===== src/rtl/btb_fetch_pkg.sv =====
// Shared types and constants for the fetch-side branch target buffer.
package btb_fetch_pkg;

    localparam int          BTB_IDX_W_DEF = 2;
    localparam logic [31:0] PC_INC        = 32'd4;

    // Tag and target are kept at their widest (30 bits); unused tag MSBs stay zero.
    typedef struct packed {
        logic        valid;
        logic [29:0] tag;
        logic [29:0] target;
    } btb_entry_t;

    function automatic logic [29:0] pc_tag(input logic [31:0] pc, input int idx_w);
        return 30'(pc >> (idx_w + 2));
    endfunction

endpackage


===== src/rtl/btb_fetch_if.sv =====
// Fetch/predictor/MEM-stage signal bundle around the BTB; master is the BTB side.
interface btb_fetch_if;

    logic        pc_stall;
    logic [31:0] if_pc;
    logic [1:0]  if_prindex;
    logic        pr_result;
    logic        btb_hit;
    logic        pred_taken;
    logic [31:0] pred_target;
    logic        mem_branch;
    logic [31:0] mem_pc;
    logic        mem_taken;
    logic [31:0] mem_target;
    logic        mem_mispredict;
    logic [31:0] mem_correct_pc;

    modport master (
        input  pc_stall, pr_result, mem_branch, mem_pc, mem_taken,
               mem_target, mem_mispredict, mem_correct_pc,
        output if_pc, if_prindex, btb_hit, pred_taken, pred_target
    );

    modport slave (
        output pc_stall, pr_result, mem_branch, mem_pc, mem_taken,
               mem_target, mem_mispredict, mem_correct_pc,
        input  if_pc, if_prindex, btb_hit, pred_taken, pred_target
    );

endinterface


===== src/rtl/btb_fetch_array.sv =====
// Direct-mapped BTB storage: combinational read port, one synchronous write port.
module btb_array
    import btb_fetch_pkg::*;
#(
    parameter int IDX_W = BTB_IDX_W_DEF
) (
    input  logic             clk,
    input  logic             rst,
    input  logic [IDX_W-1:0] rd_idx,
    output btb_entry_t       rd_entry,
    input  logic             wr_en,
    input  logic [IDX_W-1:0] wr_idx,
    input  btb_entry_t       wr_entry
);

    localparam int N = 2 ** IDX_W;

    logic [N-1:0] valid_r;
    logic [29:0]  tag_r    [N];
    logic [29:0]  target_r [N];

    // Valid bits: cleared by reset, which also suppresses a same-cycle write.
    always_ff @(posedge clk) begin
        if (rst) begin
            valid_r <= {N{1'b0}};
        end else if (wr_en) begin
            valid_r[wr_idx] <= wr_entry.valid;
        end
    end

    // Tag/target payload needs no reset; valid gates its use.
    always_ff @(posedge clk) begin
        if (wr_en && !rst) begin
            tag_r[wr_idx]    <= wr_entry.tag;
            target_r[wr_idx] <= wr_entry.target;
        end
    end

    // Read port sees pre-write contents during a same-cycle write.
    always_comb begin
        rd_entry.valid  = valid_r[rd_idx];
        rd_entry.tag    = tag_r[rd_idx];
        rd_entry.target = target_r[rd_idx];
    end

endmodule


===== src/rtl/btb_fetch.sv =====
// PC register, BTB lookup and next-PC selection; optional counters under BTB_STATS_EN.
module btb_fetch
    import btb_fetch_pkg::*;
#(
    parameter logic [31:0] RESET_PC  = 32'h0000_0000,
    parameter int          BTB_IDX_W = BTB_IDX_W_DEF,
    parameter int          STATS_W   = 32
) (
    input  logic               CLK,
    input  logic               RST,
    btb_fetch_if.master        bus
`ifdef BTB_STATS_EN
    ,
    output logic [STATS_W-1:0] stat_lookups,
    output logic [STATS_W-1:0] stat_hits,
    output logic [STATS_W-1:0] stat_mispredicts
`endif
);

    logic [31:0]          pc_r;
    logic [31:0]          pc_next_s;
    logic [BTB_IDX_W-1:0] rd_idx_s;
    logic [BTB_IDX_W-1:0] wr_idx_s;
    btb_entry_t           rd_entry_s;
    btb_entry_t           wr_entry_s;
    logic                 wr_en_s;
    logic                 hit_s;
    logic [31:0]          target_s;
    logic                 redirect_s;
    logic                 unused_s;

    assign rd_idx_s   = pc_r[BTB_IDX_W+1:2];
    assign wr_idx_s   = bus.mem_pc[BTB_IDX_W+1:2];
    assign wr_en_s    = bus.mem_branch & bus.mem_taken & ~RST;
    assign wr_entry_s = '{valid: 1'b1,
                          tag: pc_tag(bus.mem_pc, BTB_IDX_W),
                          target: bus.mem_target[31:2]};
    assign redirect_s = bus.mem_branch & bus.mem_mispredict;
    assign unused_s   = ^bus.mem_target[1:0];

    btb_array #(.IDX_W(BTB_IDX_W)) u_array (
        .clk      (CLK),
        .rst      (RST),
        .rd_idx   (rd_idx_s),
        .rd_entry (rd_entry_s),
        .wr_en    (wr_en_s),
        .wr_idx   (wr_idx_s),
        .wr_entry (wr_entry_s)
    );

    // Zero-cycle lookup against the current fetch PC.
    always_comb begin
        hit_s    = rd_entry_s.valid && (rd_entry_s.tag == pc_tag(pc_r, BTB_IDX_W));
        target_s = 32'd0;
        if (hit_s) begin
            target_s = {rd_entry_s.target, 2'b00};
        end else begin
            target_s = 32'd0;
        end
    end

    // Next-PC priority: redirect, stall, predicted target, sequential.
    always_comb begin
        pc_next_s = pc_r + PC_INC;
        if (redirect_s) begin
            pc_next_s = bus.mem_correct_pc;
        end else if (bus.pc_stall) begin
            pc_next_s = pc_r;
        end else if (hit_s && bus.pr_result) begin
            pc_next_s = target_s;
        end else begin
            pc_next_s = pc_r + PC_INC;
        end
    end

    // Fetch PC register.
    always_ff @(posedge CLK) begin
        if (RST) begin
            pc_r <= RESET_PC;
        end else begin
            pc_r <= pc_next_s;
        end
    end

    assign bus.if_pc       = pc_r;
    assign bus.if_prindex  = pc_r[3:2];
    assign bus.btb_hit     = hit_s;
    assign bus.pred_taken  = hit_s & bus.pr_result;
    assign bus.pred_target = target_s;

`ifdef BTB_STATS_EN
    logic accept_s;
    assign accept_s = ~bus.pc_stall & ~redirect_s;

    // Saturating event counters.
    always_ff @(posedge CLK) begin
        if (RST) begin
            stat_lookups     <= {STATS_W{1'b0}};
            stat_hits        <= {STATS_W{1'b0}};
            stat_mispredicts <= {STATS_W{1'b0}};
        end else begin
            if (accept_s && (stat_lookups != {STATS_W{1'b1}})) begin
                stat_lookups <= stat_lookups + STATS_W'(1);
            end
            if (accept_s && hit_s && (stat_hits != {STATS_W{1'b1}})) begin
                stat_hits <= stat_hits + STATS_W'(1);
            end
            if (redirect_s && (stat_mispredicts != {STATS_W{1'b1}})) begin
                stat_mispredicts <= stat_mispredicts + STATS_W'(1);
            end
        end
    end
`endif

endmodule


===== src/flat_wrapper.sv =====
// flat-port wrapper written by rule: the top's interface ports become plain ports
module btb_fetch_flat import btb_fetch_pkg::*;
#(
    parameter logic [31:0] RESET_PC  = 32'h0000_0000,
    parameter int          BTB_IDX_W = BTB_IDX_W_DEF,
    parameter int          STATS_W   = 32
)
  (CLK, RST, bus_pc_stall, bus_pr_result, bus_mem_branch, bus_mem_pc, bus_mem_taken, bus_mem_target, bus_mem_mispredict, bus_mem_correct_pc, bus_if_pc, bus_if_prindex, bus_btb_hit, bus_pred_taken, bus_pred_target);
  btb_fetch_if bus_i ();
  input  logic CLK;
  input  logic RST;
  input wire logic [$bits(bus_i.pc_stall)-1:0] bus_pc_stall;
  input wire logic [$bits(bus_i.pr_result)-1:0] bus_pr_result;
  input wire logic [$bits(bus_i.mem_branch)-1:0] bus_mem_branch;
  input wire logic [$bits(bus_i.mem_pc)-1:0] bus_mem_pc;
  input wire logic [$bits(bus_i.mem_taken)-1:0] bus_mem_taken;
  input wire logic [$bits(bus_i.mem_target)-1:0] bus_mem_target;
  input wire logic [$bits(bus_i.mem_mispredict)-1:0] bus_mem_mispredict;
  input wire logic [$bits(bus_i.mem_correct_pc)-1:0] bus_mem_correct_pc;
  output wire logic [$bits(bus_i.if_pc)-1:0] bus_if_pc;
  output wire logic [$bits(bus_i.if_prindex)-1:0] bus_if_prindex;
  output wire logic [$bits(bus_i.btb_hit)-1:0] bus_btb_hit;
  output wire logic [$bits(bus_i.pred_taken)-1:0] bus_pred_taken;
  output wire logic [$bits(bus_i.pred_target)-1:0] bus_pred_target;
  assign bus_i.pc_stall = bus_pc_stall;
  assign bus_i.pr_result = bus_pr_result;
  assign bus_i.mem_branch = bus_mem_branch;
  assign bus_i.mem_pc = bus_mem_pc;
  assign bus_i.mem_taken = bus_mem_taken;
  assign bus_i.mem_target = bus_mem_target;
  assign bus_i.mem_mispredict = bus_mem_mispredict;
  assign bus_i.mem_correct_pc = bus_mem_correct_pc;
  assign bus_if_pc = bus_i.if_pc;
  assign bus_if_prindex = bus_i.if_prindex;
  assign bus_btb_hit = bus_i.btb_hit;
  assign bus_pred_taken = bus_i.pred_taken;
  assign bus_pred_target = bus_i.pred_target;
  btb_fetch #(.RESET_PC(RESET_PC), .BTB_IDX_W(BTB_IDX_W), .STATS_W(STATS_W)) u_core (.CLK(CLK), .RST(RST), .bus(bus_i));
endmodule

===== config.mk =====
export PLATFORM = sky130hd
export DESIGN_NAME = btb_fetch_flat
export DESIGN_NICKNAME = d
export VERILOG_FILES = /design/src/rtl/btb_fetch_pkg.sv /design/src/rtl/btb_fetch_if.sv /design/src/rtl/btb_fetch_array.sv /design/src/rtl/btb_fetch.sv /design/src/flat_wrapper.sv
export SDC_FILE = /design/constraint.sdc
export NUM_CORES = 1
export LEC_CHECK = 0
export CAP_MARGIN = 20
export CORE_MARGIN = 2
export CORE_UTILIZATION = 41
export DETAILED_ROUTE_END_ITERATION = 16
export GPL_ROUTABILITY_DRIVEN = 0
export PLACE_DENSITY_LB_ADDON = 0.12
export SLEW_MARGIN = 0
export SYNTH_ARGS = -nofsm -noshare
export SYNTH_HDL_FRONTEND = slang
export SYNTH_HIERARCHICAL = 1
export SYNTH_SLANG_ARGS = --single-unit

===== constraint.sdc =====
create_clock -name CLK -period 8 [get_ports CLK]
set_clock_uncertainty 0.05 [all_clocks]
set_input_delay 0.8 -clock CLK [delete_from_list [all_inputs] [get_ports CLK]]
set_output_delay 0.8 -clock CLK [all_outputs]
set_load 0.05 [all_outputs]

### After elaboration in Yosys (flattened, before gate mapping)

Memory sizes are Yosys's and may differ from the RTL's. A register that Yosys moved wholly into a read port is not among the register bits.
Index checks and enable logic that the tools add are counted.

* bits in registers: 36
* RAM bits: 232
* bits of input ports: 103
* output and inout port bits: 68
* logic and storage cells: 35
* memories kept: 2

* add/subtract/negate cells: 1
* $lt $le $gt $ge: 3
* eq/ne operators: 2
* muxes and demuxes: 14
* bitwise logic cells: 6
* reductions and logical operators: 5

Memory list
* u_core.u_array.target_r: words 4, bits a word 30, rd ports 1, clocked after memory_dff 1, write ports 1, RTL line btb_fetch_array.sv:20 `logic [29:0] target_r [N];`
* u_core.u_array.tag_r: words 4, bits a word 28, rd ports 1, clocked after memory_dff 1, write ports 1, RTL line btb_fetch_array.sv:19 `logic [29:0] tag_r [N];`

Operators with widths (count)
* 2-to-1 mux 32 bit: 4
* adder 32 x 3 -> 32 bit, second input constant: 1
* equality test 30 x 28 -> 1 bit: 1
* 2-to-1 mux 2 bit: 4
* < comparator 2 x 3 -> 1 bit, second input constant: 2
* AND 1 bit: 4
* logical AND 1 bit: 4
* 2-to-1 mux 1 bit: 4
* bitwise OR 4 bit: 1
* binary-select mux 1 bit (select 2 bit): 1
* demux 1 bit (select 2 bit): 1
* >= comparator 2 x 1 -> 1 bit, second input constant: 1
* inequality test 2 x 1 -> 1 bit, second input constant: 1
* logical NOT 1 bit: 1
* inverter 1 bit: 1

### Logic depth before layout (Yosys ltp)

* depth after elaboration: 9
* gate-level depth with buffers: 12
* depth with buffers taken out: 9

### Cells and area by module

The synthesis kept the hierarchy.

Modules (own cells, without submodules)
* btb_array: times used 1, cells each 336, area an instance 8967.4 µm², sequential area each 7287.0 µm²
* btb_fetch: times used 1, cells each 416, area an instance 3100.5 µm², sequential area each 640.6 µm²

### Least setup slack after synthesis

OpenSTA, ideal clock, no wires.

* path kind: input port to flip-flop
* start: input RST
* end: memory u_core/u_array/tag_r[0][0] in the netlist's numbering (enable)
* setup time: 0.650 ns
* data arrival time: 7.744 ns
* required time: 7.300 ns
* path slack: -0.444 ns
* stages on the path: 4
* buffers on the path: 2
* path through: clkbuf_1 -> clkbuf_1 -> nor2_1 -> nor4b_1

* longest elaborated chain between the ends: 5

RTL lines
* start, declared: RTL line flat_wrapper.sv:11 `input logic RST;`
* inverter 1 bit: RTL line btb_fetch.sv:34 `assign wr_en_s = bus.mem_branch & bus.mem_taken & ~RST;`
* AND 1 bit: RTL line btb_fetch.sv:34
* via u_core.wr_en_s: RTL line btb_fetch.sv:26 `logic wr_en_s;`
* logical AND 1 bit: RTL line btb_fetch_array.sv:33 `if (wr_en && !rst) begin`
* 2-to-1 mux 1 bit: RTL line btb_fetch_array.sv:33
* 2-to-1 mux 1 bit (implied by the code): RTL line btb_fetch_array.sv:34 `tag_r[wr_idx] <= wr_entry.tag;`
* end, declared: RTL line btb_fetch_array.sv:19

The timed path passes the listed nets, and every way through them passes these cells.

### Final worst setup path

* start: register u_core.pc_r[2], in the netlist u_core/bus.if_pc[2]
* end: output bus_pred_taken

* longest elaborated chain between the ends: 4

RTL lines
* start, declared: RTL line btb_fetch.sv:20 `logic [31:0] pc_r;`
* start signal, assigned: RTL line btb_fetch.sv:81 `pc_r <= pc_next_s;`
* binary-select mux 1 bit (select 2 bit): RTL line btb_fetch_array.sv:41 `rd_entry.valid = valid_r[rd_idx];`
* 2-to-1 mux 1 bit (implied by the code): RTL line btb_fetch_array.sv:41
* logical AND 1 bit: RTL line btb_fetch.sv:53 `hit_s = rd_entry_s.valid && (rd_entry_s.tag == pc_tag(pc_r, BTB_IDX_W));`
* AND 1 bit: RTL line btb_fetch.sv:88 `assign bus.pred_taken = hit_s & bus.pr_result;`
* end, declared: RTL line flat_wrapper.sv:23 `output wire logic [$bits(bus_i.pred_taken)-1:0] bus_pred_taken;`

Every way passes these cells. The select of a mux whose other input is x is not followed.

==> out/metrics.yaml <==
p_sw_share_pct: 23.02
finalCriticalPeriod_ps: 5937
yosysSeqAreaShare_pct: 65.69
drc: 0
vias: 7332
start_util_pct: 41.82
root_buffer: "clkbuf_16"
via_per_inst: 5.546
gr-total-overflow: 0
synthArstFlopShare_pct: 0
dr_wl_met3_um: 2244
crit_end: "bus_pred_taken"
clk_path_buf_depth: 3
dp_hpwl_um: 20650
hold_viol_final: 0
grt_pass1_wl_um: 46300
internal_power_mw: 2.461
finalSetupTns_ps: 0
die_x_um: 175.6
synth-xor-area-share_pct: 2.799
rsz0062_at_grt: "false"
cts_tree: "yes"
power.switching_uw: 736.0
pre_cts_slack_ps: 2575
crit_fanout: 35
postCtsSetupBuffers: 0
status: "finished, final reports clean"
dieArea_um2: 30820
synth_simple_gate_area_share_pct: 9.549
io_buffers: 164
rows: 62
arrival_ps: 5090
power.total_mw: 3.197
fin_nets: 1021
area_growth_pct: 23.07
drv_cap: 0
slew_headroom_pct: 35.04
seqPwrFrac_pct: 50.8
clkPwrFrac_pct: 39.2
hold_depth: 2
syn_inst: 752
synthMuxAreaShare_pct: 12.69
required_ps: 7150
die_y_um: 175.6
drtIter0Drc: 603
grt_antenna_before_repair: 3
endpoint_kind: "primary output"
worst_skew_pair.late_latency_ps: 550
crit_type: "flop to primary output"
slew_violations: 0
grt_pass1_vias: 7156
antenna_left: 0
syn_area_per_cell_um2: 16.05
wl_met2_um: 14690
syn_area_um2: 12070
reg2reg_from: "u_core/bus.if_pc[2]$_SDFFE_PP0P_"
top_layer_used: "met4"
ir_drop_uv: 178.0
cts_sinks: 276
routed_wirelength_um: 31300
synth-main-ff-cell: "edfxtp_1"
p_comb_share_pct: 10.0
power_leakage_nw: 4.841
synth_top_family_by_area: "multiplexers"
ys_ff_latch: 276
fillCellCount: 2466
synth_warnings: 6
worstSetupStartpoint: "u_core/bus.if_pc[2]$_SDFFE_PP0P_"
hp-class: "flop to flop"
track_usage_pct: 20.22
timing.rr.end: "u_core/bus.if_pc[23]$_SDFFE_PP0P_"
clk_pin_slew_ps: 60
final-setup-viol-count: 0
wl_met1_um: 13690
grt_start_max_net_pins: 61
synthAdderAreaFrac_pct: 0.1037
rr_worst_depth: 10
start_kind: "flop"
worst_pin_slew_ps: 974.3
htree_num_levels: 1
power_density_nw_per_um2: 215.3
drt_pass1_iterations: 6
ioPinCount: 171
wire_per_inst_um: 23.67
cts_hold_buffers: 0
cts_made_buffers: 29
ys_types: 71
fp.coreArea_um2: 28860
fmax_mhz: 168.4
setup_slack_ps: 2063
min_period_over_period_pct: 74.21
synth_compound_area_share_pct: 5.474
cts_resized: 0
drive_gt1_share_pct: 15.05
synth_edf_count: 240
r2r_setup_slack_ps: 3580
[kinds of logic after synthesis]
group	count (synthesis)
and+or+nand+nor	199
DFF	276
AOI/OAI and AO/OA	100
xor gates and xnor gates	36
buffers and inverters	62
other	2
adders and majority gates	1
muxes	76
[cells in the final DEF (no fill, tap or decap), types with 15 or more instances in the layout]
| cell type | netlist | layout |
|---|---|---|
| edfxtp_1 | 240 | 240 |
| clkdlybuf4s50_1 | 0 | 163 |
| mux4_2 | 60 | 60 |
| nor2_1 | 42 | 42 |
| and3_1 | 39 | 39 |
| dfxtp_1 | 36 | 34 |
| clkbuf_16 | 0 | 29 |
| o21ai_0 | 29 | 29 |
| nand2_1 | 26 | 26 |
| xnor2_1 | 24 | 24 |
| a21oi_1 | 22 | 22 |
| nand3_1 | 18 | 18 |
| nand4_1 | 15 | 15 |
[Yosys cell counts (all sizes together), types with 3 or more instances]
library cell / number / area [um2]
o22ai: 5 / 31.28
o21ai: 32 / 160.1
dfxtp: 36 / 720.7
buf: 35 / 336.6
mux2i: 12 / 120.1
nor4: 9 / 92.59
xor2: 9 / 78.83
or3: 5 / 31.28
o31a: 3 / 26.28
inv: 9 / 33.78
a211oi: 6 / 55.05
clkbuf: 18 / 67.56
a22o: 4 / 35.03
nor3: 11 / 66.32
nand4: 16 / 106.4
a41oi: 3 / 26.28
nand3b: 5 / 37.54
nor2: 43 / 168.9
xnor2: 27 / 259.0
a311oi: 6 / 52.55
nand3: 19 / 100.1
mux4: 61 / 1378
nand2b: 7 / 43.79
nand2: 27 / 103.9
edfxtp: 240 / 7207
mux2: 3 / 33.78
a211o: 3 / 26.28
and3: 39 / 244.0
or4: 3 / 26.27
a21oi: 24 / 127.6
[power by group through the flow]
stage	sequential, mW	combinational [mW]	clock, mW
2_1_floorplan	1.67	0.173	0
3_3_place_gp	1.65	0.321	0
3_5_place_dp	1.65	0.321	0
4_1_cts	1.62	0.323	1.28
5_1_grt	1.63	0.341	1.34
6_report	1.62	0.321	1.25
[state kept, by name, summed over array words and instances (netlist names)]
| signal | flops |
|---|---|
| u_core/u_array/target_r | 120 |
| u_core/bus.if_pc | 32 |
| u_core/u_array/tag_r | 120 |
| u_core/u_array/valid_r | 4 |
[final cells by class]
cell class                 instances  area, um2  area share, %
antenna                            1      2.502        0.01685
clock buffer                      37      755.7          5.088
clock inverter                    14      122.6         0.8256
inverter                           9      33.78         0.2275
multi-input combinational        423       3782          25.47
sequential                       276       7933          53.41
tap                              384      480.5          3.235
timing repair buffer             178       1742          11.73
[per-layer routing]
| layer | global-route usage, % | vias up |
|---|---|---|
| met5 | 0 | - |
| met4 | 5.200 | 0 |
| met3 | 4.935 | 46 |
| met2 | 31.66 | 256 |
| met1 | 28.56 | 3724 |
| li1 | - | 3306 |
[worst min-delay path by stage]
stage,startpoint,slack [ps],endpoint
floorplan,u_core/u_array/valid_r[0]$_SDFFE_PP0P_,400,u_core/u_array/valid_r[0]$_SDFFE_PP0P_
global placement,u_core/bus.if_pc[1]$_SDFFE_PP0P_,410,u_core/bus.if_pc[1]$_SDFFE_PP0P_
detailed placement,u_core/bus.if_pc[1]$_SDFFE_PP0P_,410,u_core/bus.if_pc[1]$_SDFFE_PP0P_
CTS,u_core/bus.if_pc[1]$_SDFFE_PP0P_,420,u_core/bus.if_pc[1]$_SDFFE_PP0P_
global route,u_core/bus.if_pc[0]$_SDFFE_PP0P_,450,u_core/bus.if_pc[0]$_SDFFE_PP0P_
finish,u_core/bus.if_pc[1]$_SDFFE_PP0P_,420,u_core/bus.if_pc[1]$_SDFFE_PP0P_
[critical path, cell delays in order (launching register included)]
cell and delay, ps:
dfxtp_4 810, buf_4 480, mux4_2 590, xor2_1 180, nor4b_1 360, and4bb_2 720
nand3_2 160, inv_2 310, clkdlybuf4s50_1 900
[metrics by stage]
stage | hold slack [ps] | cells | util (%) | area, um2
finish | 418.1 | 1322 | 51.47 | 14850
floorplan | 395.1 | 761 | - | 12110
detailed placement | 411.4 | 1270 | 48.41 | 13970
global placement | 408.8 | 1270 | 48.41 | 13970
global route | 447.9 | 1321 | 51.46 | 14850
CTS | 419.9 | 1321 | 51.46 | 14850
Note: power is estimated with default switching activity, not from simulation.
